--- config.mk ---
export PLATFORM = sky130hd
export DESIGN_NAME = wb_cmd_master_flat
export DESIGN_NICKNAME = d
export VERILOG_FILES = /design/src/rtl/wb_cmd_master_if.sv /design/src/rtl/wb_cmd_master.sv /design/src/flat_wrapper.sv
export SDC_FILE = /design/constraint.sdc
export NUM_CORES = 1
export LEC_CHECK = 0
export ABC_AREA = 1
export CORE_UTILIZATION = 37
export DETAILED_ROUTE_END_ITERATION = 10
export PLACE_DENSITY = 0.78
export SYNTH_ARGS = -nofsm -noshare
export SYNTH_HDL_FRONTEND = slang
export SYNTH_SLANG_ARGS = --single-unit
--- constraint.sdc ---
create_clock -name wb_clk_i -period 1.3 [get_ports wb_clk_i]
set_clock_uncertainty 0.1 [all_clocks]
set_input_delay 0.195 -clock wb_clk_i [delete_from_list [all_inputs] [get_ports wb_clk_i]]
set_output_delay 0.195 -clock wb_clk_i [all_outputs]
set_load 0.005 [all_outputs]
--- src/rtl/wb_cmd_master_if.sv ---
// Command/response and Wishbone classic bus bundle for wb_cmd_master.
//
// Optional: WB_CMD_MASTER_ERR_EN adds wbm_err_i (slave bus error input).
//
// Signals:
//   req_*  : valid/ready command port (we, adr, dat, sel) into the master
//   rsp_*  : valid/ready response port (dat, err) out of the master
//   wbm_*  : Wishbone B4 classic master-side signals
// Modports:
//   master : the wb_cmd_master side
//   slave  : the environment side (command source, response sink, WB slave)
interface wb_cmd_master_if #(
    parameter int unsigned ADDR_W = 32,
    parameter int unsigned DATA_W = 32
);
    logic                  req_valid;
    logic                  req_ready;
    logic                  req_we;
    logic [ADDR_W-1:0]     req_adr;
    logic [DATA_W-1:0]     req_dat;
    logic [DATA_W/8-1:0]   req_sel;

    logic                  rsp_valid;
    logic                  rsp_ready;
    logic [DATA_W-1:0]     rsp_dat;
    logic                  rsp_err;

    logic                  wbm_cyc_o;
    logic                  wbm_stb_o;
    logic                  wbm_we_o;
    logic [ADDR_W-1:0]     wbm_adr_o;
    logic [DATA_W-1:0]     wbm_dat_o;
    logic [DATA_W/8-1:0]   wbm_sel_o;
    logic [DATA_W-1:0]     wbm_dat_i;
    logic                  wbm_ack_i;
`ifdef WB_CMD_MASTER_ERR_EN
    logic                  wbm_err_i;
`endif

    modport master (
`ifdef WB_CMD_MASTER_ERR_EN
        input  wbm_err_i,
`endif
        input  req_valid, req_we, req_adr, req_dat, req_sel,
        input  rsp_ready,
        input  wbm_dat_i, wbm_ack_i,
        output req_ready,
        output rsp_valid, rsp_dat, rsp_err,
        output wbm_cyc_o, wbm_stb_o, wbm_we_o, wbm_adr_o, wbm_dat_o, wbm_sel_o
    );

    modport slave (
`ifdef WB_CMD_MASTER_ERR_EN
        output wbm_err_i,
`endif
        output req_valid, req_we, req_adr, req_dat, req_sel,
        output rsp_ready,
        output wbm_dat_i, wbm_ack_i,
        input  req_ready,
        input  rsp_valid, rsp_dat, rsp_err,
        input  wbm_cyc_o, wbm_stb_o, wbm_we_o, wbm_adr_o, wbm_dat_o, wbm_sel_o
    );
endinterface

--- src/rtl/wb_cmd_master.sv ---
// Wishbone B4 classic single-transfer master. Accepts one command on the
// valid/ready request port, runs one Wishbone cycle, and returns read data or
// write completion on the valid/ready response port. A cycle counter aborts
// transfers to slaves that never acknowledge (TIMEOUT_CYC = 0 disables it).
//
// Optional: define WB_CMD_MASTER_ERR_EN to honour wbm_err_i (err beats ack).
//
// Ports:
//   wb_clk_i   : clock
//   wb_rst_n_i : asynchronous active-low reset
//   bus        : wb_cmd_master_if.master (request, response, Wishbone)
//   busy       : high whenever the master is not idle
//
// All outputs come from registers or are decoded from the state register;
// nothing combinational runs from an input to an output.
// TIMEOUT_CYC must be below 2**CNT_W.
module wb_cmd_master #(
    parameter int unsigned ADDR_W      = 32,
    parameter int unsigned DATA_W      = 32,
    parameter int unsigned TIMEOUT_CYC = 255,
    parameter int unsigned CNT_W       = 8
) (
    input  logic            wb_clk_i,
    input  logic            wb_rst_n_i,
    wb_cmd_master_if.master bus,
    output logic            busy
);

    typedef enum logic [1:0] {StIdle, StBus, StResp} state_e;

    // Value of the counter on the last permitted stb cycle.
    localparam logic [CNT_W-1:0] TimeoutLast = CNT_W'(TIMEOUT_CYC - 1);

    state_e                state_q;
    logic                  we_q;
    logic [ADDR_W-1:0]     adr_q;
    logic [DATA_W-1:0]     dat_q;
    logic [DATA_W/8-1:0]   sel_q;
    logic [DATA_W-1:0]     rsp_dat_q;
    logic                  rsp_err_q;
    logic [CNT_W-1:0]      cnt_q;

    logic bus_err;
    logic timeout_hit;

`ifdef WB_CMD_MASTER_ERR_EN
    assign bus_err = bus.wbm_err_i;
`else
    assign bus_err = 1'b0;
`endif

    assign timeout_hit = (TIMEOUT_CYC != 0) && (cnt_q == TimeoutLast);

    always_ff @(posedge wb_clk_i or negedge wb_rst_n_i) begin
        if (!wb_rst_n_i) begin
            state_q   <= StIdle;
            we_q      <= 1'b0;
            adr_q     <= '0;
            dat_q     <= '0;
            sel_q     <= '0;
            rsp_dat_q <= '0;
            rsp_err_q <= 1'b0;
            cnt_q     <= '0;
        end else begin
            unique case (state_q)
                StIdle: begin
                    if (bus.req_valid) begin
                        we_q    <= bus.req_we;
                        adr_q   <= bus.req_adr;
                        dat_q   <= bus.req_dat;
                        sel_q   <= bus.req_sel;
                        cnt_q   <= '0;
                        state_q <= StBus;
                    end
                end
                StBus: begin
                    // Priority: bus error, then ack, then timeout expiry.
                    if (bus_err) begin
                        rsp_dat_q <= '0;
                        rsp_err_q <= 1'b1;
                        state_q   <= StResp;
                    end else if (bus.wbm_ack_i) begin
                        rsp_dat_q <= we_q ? '0 : bus.wbm_dat_i;
                        rsp_err_q <= 1'b0;
                        state_q   <= StResp;
                    end else if (timeout_hit) begin
                        rsp_dat_q <= '0;
                        rsp_err_q <= 1'b1;
                        state_q   <= StResp;
                    end else begin
                        cnt_q <= cnt_q + 1'b1;
                    end
                end
                StResp: begin
                    if (bus.rsp_ready) begin
                        state_q <= StIdle;
                    end
                end
                default: state_q <= StIdle;
            endcase
        end
    end

    assign bus.req_ready = (state_q == StIdle);
    assign bus.rsp_valid = (state_q == StResp);
    assign bus.rsp_dat   = rsp_dat_q;
    assign bus.rsp_err   = rsp_err_q;
    assign bus.wbm_cyc_o = (state_q == StBus);
    assign bus.wbm_stb_o = (state_q == StBus);
    assign bus.wbm_we_o  = we_q;
    assign bus.wbm_adr_o = adr_q;
    assign bus.wbm_dat_o = dat_q;
    assign bus.wbm_sel_o = sel_q;
    assign busy          = (state_q != StIdle);

endmodule

--- src/flat_wrapper.sv ---
// flat-port wrapper written by rule: the top's interface ports become plain ports
module wb_cmd_master_flat 
#(
    parameter int unsigned ADDR_W      = 32,
    parameter int unsigned DATA_W      = 32,
    parameter int unsigned TIMEOUT_CYC = 255,
    parameter int unsigned CNT_W       = 8
)
  (wb_clk_i, wb_rst_n_i, busy, bus_req_valid, bus_req_we, bus_req_adr, bus_req_dat, bus_req_sel, bus_rsp_ready, bus_wbm_dat_i, bus_wbm_ack_i, bus_req_ready, bus_rsp_valid, bus_rsp_dat, bus_rsp_err, bus_wbm_cyc_o, bus_wbm_stb_o, bus_wbm_we_o, bus_wbm_adr_o, bus_wbm_dat_o, bus_wbm_sel_o);
  wb_cmd_master_if #(.ADDR_W(ADDR_W), .DATA_W(DATA_W)) bus_i ();
  input  logic wb_clk_i;
  input  logic wb_rst_n_i;
  output logic busy;
  input wire logic [$bits(bus_i.req_valid)-1:0] bus_req_valid;
  input wire logic [$bits(bus_i.req_we)-1:0] bus_req_we;
  input wire logic [$bits(bus_i.req_adr)-1:0] bus_req_adr;
  input wire logic [$bits(bus_i.req_dat)-1:0] bus_req_dat;
  input wire logic [$bits(bus_i.req_sel)-1:0] bus_req_sel;
  input wire logic [$bits(bus_i.rsp_ready)-1:0] bus_rsp_ready;
  input wire logic [$bits(bus_i.wbm_dat_i)-1:0] bus_wbm_dat_i;
  input wire logic [$bits(bus_i.wbm_ack_i)-1:0] bus_wbm_ack_i;
  output wire logic [$bits(bus_i.req_ready)-1:0] bus_req_ready;
  output wire logic [$bits(bus_i.rsp_valid)-1:0] bus_rsp_valid;
  output wire logic [$bits(bus_i.rsp_dat)-1:0] bus_rsp_dat;
  output wire logic [$bits(bus_i.rsp_err)-1:0] bus_rsp_err;
  output wire logic [$bits(bus_i.wbm_cyc_o)-1:0] bus_wbm_cyc_o;
  output wire logic [$bits(bus_i.wbm_stb_o)-1:0] bus_wbm_stb_o;
  output wire logic [$bits(bus_i.wbm_we_o)-1:0] bus_wbm_we_o;
  output wire logic [$bits(bus_i.wbm_adr_o)-1:0] bus_wbm_adr_o;
  output wire logic [$bits(bus_i.wbm_dat_o)-1:0] bus_wbm_dat_o;
  output wire logic [$bits(bus_i.wbm_sel_o)-1:0] bus_wbm_sel_o;
  assign bus_i.req_valid = bus_req_valid;
  assign bus_i.req_we = bus_req_we;
  assign bus_i.req_adr = bus_req_adr;
  assign bus_i.req_dat = bus_req_dat;
  assign bus_i.req_sel = bus_req_sel;
  assign bus_i.rsp_ready = bus_rsp_ready;
  assign bus_i.wbm_dat_i = bus_wbm_dat_i;
  assign bus_i.wbm_ack_i = bus_wbm_ack_i;
  assign bus_req_ready = bus_i.req_ready;
  assign bus_rsp_valid = bus_i.rsp_valid;
  assign bus_rsp_dat = bus_i.rsp_dat;
  assign bus_rsp_err = bus_i.rsp_err;
  assign bus_wbm_cyc_o = bus_i.wbm_cyc_o;
  assign bus_wbm_stb_o = bus_i.wbm_stb_o;
  assign bus_wbm_we_o = bus_i.wbm_we_o;
  assign bus_wbm_adr_o = bus_i.wbm_adr_o;
  assign bus_wbm_dat_o = bus_i.wbm_dat_o;
  assign bus_wbm_sel_o = bus_i.wbm_sel_o;
  wb_cmd_master #(.ADDR_W(ADDR_W), .DATA_W(DATA_W), .TIMEOUT_CYC(TIMEOUT_CYC), .CNT_W(CNT_W)) u_core (.wb_clk_i(wb_clk_i), .wb_rst_n_i(wb_rst_n_i), .bus(bus_i), .busy(busy));
endmodule
==> impl_metrics.prom <==
# TYPE chip_impl_metric gauge
chip_impl_info{name="run_status",value="finished with violations"} 1
chip_impl_info{name="failed_checks",value="setup timing"} 1
chip_impl_metric{name="tightestPinTransition",unit="ns"} 0.4712
chip_impl_metric{name="critPathRequiredTime",unit="ns"} 1.43
chip_impl_metric{name="grt_pass1_vias",unit=""} 4048
chip_impl_info{name="setup.worst_path.end",value="u_core.bus.wbm_dat_o[11]"} 1
chip_impl_metric{name="synthSimpleGateAreaFrac",unit=""} 0.1598
chip_impl_metric{name="synth_compound_gate_area_share",unit=""} 0.01541
chip_impl_metric{name="wp_data_arrival",unit="ns"} 1.70
chip_impl_info{name="yosys_most_used_dff",value="dfrtp_1"} 1
chip_impl_metric{name="dp_hpwl",unit="um"} 8294
chip_impl_metric{name="grt_overflow_total",unit=""} 0
chip_impl_metric{name="synthXorXnorAreaFrac",unit=""} 0
chip_impl_info{name="synth_commonest_cells",value="dfrtp_1, nand2_1, mux2_2, nand3_1, buf_6"} 1
chip_impl_metric{name="finalMaxSlewViolations",unit=""} 0
chip_impl_metric{name="grt_max_degree",unit=""} 89
chip_impl_metric{name="cp_num_cells",unit=""} 6
chip_impl_metric{name="drive_gt1_frac",unit=""} 0.3912
chip_impl_metric{name="maximum_vdd_drop",unit="uV"} 1064
chip_impl_metric{name="worst_setup_hold_path_clk_slew",unit="ns"} 0.07
chip_impl_metric{name="die_area",unit="mm2"} 0.01296
chip_impl_metric{name="synth_async_sr_flop_share",unit=""} 1.000
chip_impl_metric{name="postPlaceCellArea",unit="mm2"} 0.007216
chip_impl_metric{name="clock_tree.buffer_depth",unit=""} 2
chip_impl_info{name="combinational_family_with_the_most_area_after_synthesis",value="multiplexers"} 1
chip_impl_info{name="yosysTopAreaCell",value="dfrtp_1"} 1
chip_impl_metric{name="antenna_violations_before_repair",unit=""} 0
chip_impl_metric{name="reg2reg_setup_slack",unit="ns"} -0.28
chip_impl_metric{name="grt_pass1_wl",unit="um"} 19250
chip_impl_metric{name="critical_path.n_buffers_inverters",unit=""} 3
chip_impl_info{name="hold_class",value="in -> reg"} 1
chip_impl_metric{name="final_antenna_net_count",unit=""} 0
chip_impl_metric{name="timing.hold.ws",unit="ns"} 0.2869
chip_impl_metric{name="p_leak",unit="uW"} 0.003958
chip_impl_info{name="rsz0062_at_grt",value="true"} 1
chip_impl_metric{name="synth-warning-count",unit=""} 0
chip_impl_info{name="path_class",value="reg -> reg"} 1
chip_impl_metric{name="route.detailed.wl_per_inst",unit="um"} 16.96
chip_impl_info{name="synth_area_leaders",value="dfrtp_1, mux2_2, nand2_1"} 1
chip_impl_metric{name="tritoncts.num_buffers",unit=""} 9
chip_impl_metric{name="cts_max_level",unit=""} 3
chip_impl_metric{name="max_slew_margin",unit=""} 0.6859
chip_impl_metric{name="route.detailed.vias_per_inst",unit=""} 4.708
chip_impl_metric{name="post_synth_fa_ha_maj_area_fraction",unit=""} 0.005407
chip_impl_metric{name="port_buffers",unit=""} 212
chip_impl_metric{name="timing.critical_path.slowest_cell_delay",unit="ns"} 0.40
chip_impl_metric{name="via_count",unit=""} 3992
chip_impl_metric{name="fmax",unit="GHz"} 0.6335
chip_impl_info{name="end_kind",value="flop"} 1
chip_impl_info{name="worst_path_dominant_cell_family",value="buffers and inverters"} 1
chip_impl_metric{name="syn_nets",unit=""} 483
chip_impl_metric{name="routabilityCongestion",unit=""} 0.8292
chip_impl_metric{name="design.core.area",unit="mm2"} 0.01211
chip_impl_metric{name="worst-path-max-fanout",unit=""} 18
chip_impl_metric{name="area_growth_syn_to_layout",unit="%"} 82.21
chip_impl_metric{name="drt_pre_antenna_iters",unit=""} 4
chip_impl_info{name="tritoncts",value="built"} 1
chip_impl_metric{name="max_capacitance_violation_total",unit=""} 0
chip_impl_metric{name="ys_seq_elements",unit=""} 112
chip_impl_metric{name="drt_iter0_markers",unit=""} 135
chip_impl_metric{name="groute.usage.overall",unit=""} 0.1900
chip_impl_info{name="crit_path_cell_trace",value="buf_4, nor2_4, buf_6, nand2_8, buf_12, mux2_2"} 1
chip_impl_metric{name="detail_route.drc_violations",unit=""} 0
chip_impl_metric{name="wl",unit="um"} 14380
chip_impl_metric{name="finalHoldViolations",unit=""} 0
chip_impl_metric{name="fp-row-count",unit=""} 40
chip_impl_metric{name="final.setup.worst_slack",unit="ns"} -0.2786
chip_impl_metric{name="cellPowerDensity",unit="mW/mm2"} 1942
chip_impl_metric{name="final.min_clock_period",unit="ns"} 1.579
chip_impl_metric{name="die_y",unit="um"} 113.8
chip_impl_metric{name="clock_insertion_delay_worst_skew",unit="ns"} 0.34
chip_impl_metric{name="design_area",unit="mm2"} 0.008433
chip_impl_info{name="worst_setup_path_startpoint",value="u_core.state_q[0]"} 1
chip_impl_metric{name="syn-mean-instance-area",unit="um2"} 12.34
chip_impl_metric{name="antenna_diode_count",unit=""} 0
chip_impl_metric{name="chipWidth",unit="um"} 113.8
chip_impl_info{name="startpoint_of_the_lowest_slack_register_to_register_path",value="u_core.state_q[0]"} 1
chip_impl_metric{name="syn-cell-area",unit="mm2"} 0.004628
chip_impl_metric{name="synth.distinct_cells",unit=""} 25
chip_impl_metric{name="setup_viol_count_final",unit=""} 117
chip_impl_metric{name="synth.yosys.seq_area_share",unit=""} 0.6056
chip_impl_metric{name="boundaryPins",unit=""} 213
chip_impl_info{name="critical_path.reg2reg.endpoint",value="u_core.bus.wbm_dat_o[11]"} 1
chip_impl_info{name="timing.critical_path.slowest_stage_cell",value="dfrtp_1"} 1
chip_impl_metric{name="initial_utilization",unit=""} 0.3821
chip_impl_metric{name="final.period_utilization",unit=""} 1.214
chip_impl_metric{name="clock_sinks",unit=""} 112
chip_impl_info{name="yosysMostFrequentCell",value="dfrtp_1"} 1
chip_impl_info{name="critical_path.startpoint_type",value="flop"} 1
chip_impl_metric{name="num-nets-final",unit=""} 783
chip_impl_metric{name="synth_top_area_frac",unit=""} 0.6056
chip_impl_metric{name="synth-edff-count",unit=""} 0
chip_impl_metric{name="final.fill_count",unit=""} 852
chip_impl_metric{name="timing.reg2reg.worst_path_depth",unit=""} 6
chip_impl_metric{name="synthMuxAreaShare",unit=""} 0.1655
chip_impl_metric{name="postSynthCellCount",unit=""} 375
chip_impl_info{name="cts_root_buffer",value="clkbuf_16"} 1
==> worst reg2reg max path, stage by stage (launching register included) <==
cell,delay [ns]
dfrtp_1,0.40
buf_4,0.15
nor2_4,0.11
buf_6,0.14
nand2_8,0.10
buf_12,0.18
mux2_2,0.30
==> per-layer routing <==
metal / track usage / share of wire
met1: 0.2165 / 0.38
met2: 0.3337 / 0.52
met3: 0.05898 / 0.072
met4: 0.07273 / 0.028
met5: 0 / 0
==> layout by cell type, fill, tap and decap left out, drive strengths merged <==
cell type and count:
clkdlybuf4s15 87, nor2 14, o21ai 4, dlygate4sd3 1, inv 11, dlygate4sd2 15
nand3 45, clkdlybuf4s50 104, o311ai 1, nand2 89, ha 2, a21boi 1
bufinv 1, clkinv 2, buf 91, a21oi 4, nand4 4, dfrtp 112
o21bai 1, mux2 68, clkbuf 23
==> repair_timing <==
item / 4_1_cts / 5_1_grt
pin swaps: 4 / 15
setup buffers: 34 / 19
gates resized for setup: 167 / 105
setup endpoints to repair: 219 / 171
endpoints found under the hold margin: 112 / 0
hold buffers: 1 / 0
cloned: 0 / 15
==> how the worst min path moves through the flow <==
stage	from	to	slack, ns	cells after the start
3_5_place_dp	wb_rst_n_i	u_core.bus.wbm_dat_o[16]	0.13	2
6_report	bus_wbm_dat_i[6]	u_core.bus.rsp_dat[6]	0.29	3
2_1_floorplan	wb_rst_n_i	u_core.bus.rsp_dat[0]	-0.20	0
4_1_cts	bus_wbm_dat_i[27]	u_core.bus.rsp_dat[27]	0.28	3
5_1_grt	bus_wbm_dat_i[8]	u_core.bus.rsp_dat[8]	0.29	3
3_3_place_gp	wb_rst_n_i	u_core.bus.wbm_dat_o[24]	0.12	2
==> flip-flops by register name, indices dropped and copies added (netlist names) <==
signal / cells
u_core.bus.rsp_dat: 32
u_core.bus.rsp_err: 1
u_core.bus.wbm_adr_o: 32
u_core.bus.wbm_dat_o: 32
u_core.bus.wbm_sel_o: 4
u_core.bus.wbm_we_o: 1
u_core.cnt_q: 8
u_core.state_q: 2
==> cell families (layout without fill, tap and decap cells) <==
group,count (synthesis),after routing
AO/OA/AOI/OAI,11,11
adder cells (fa/ha/maj),2,2
buffers and inverters,30,335
flip-flops,112,112
multiplexers,68,68
AND/OR/NAND/NOR,152,152
==> where the power goes <==
part           internal, uW  switching [uW]
sequential             4930             769
clock                  1600            1220
combinational          4840            3020
==> cell type report <==
type	instances	area, um2	share of cell area
clock buffer	13	260.3	0.03086
multi-input combinational	233	1962	0.2326
clock inverter	3	40.04	0.004748
inverter	11	48.80	0.005786
sequential	112	2804	0.3325
timing repair buffer	308	3108	0.3685
tap	168	210.2	0.02493
==> through the flow <==
step                power (uW)    util  TNS [ns]  setup WS [ns]  cells
finish                   16370  0.6963    -27.32        -0.2786    848
global route             17330  0.6963    -33.91        -0.3450    848
CTS                      15160  0.6377    -23.53        -0.2593    814
detailed placement       12600  0.5958    -30.94        -0.2982    763
global placement         12360  0.5958    -30.28        -0.2867    763
floorplan                 8513       -    -5.604       -0.07156    375
(Power assumes the default switching activity.)
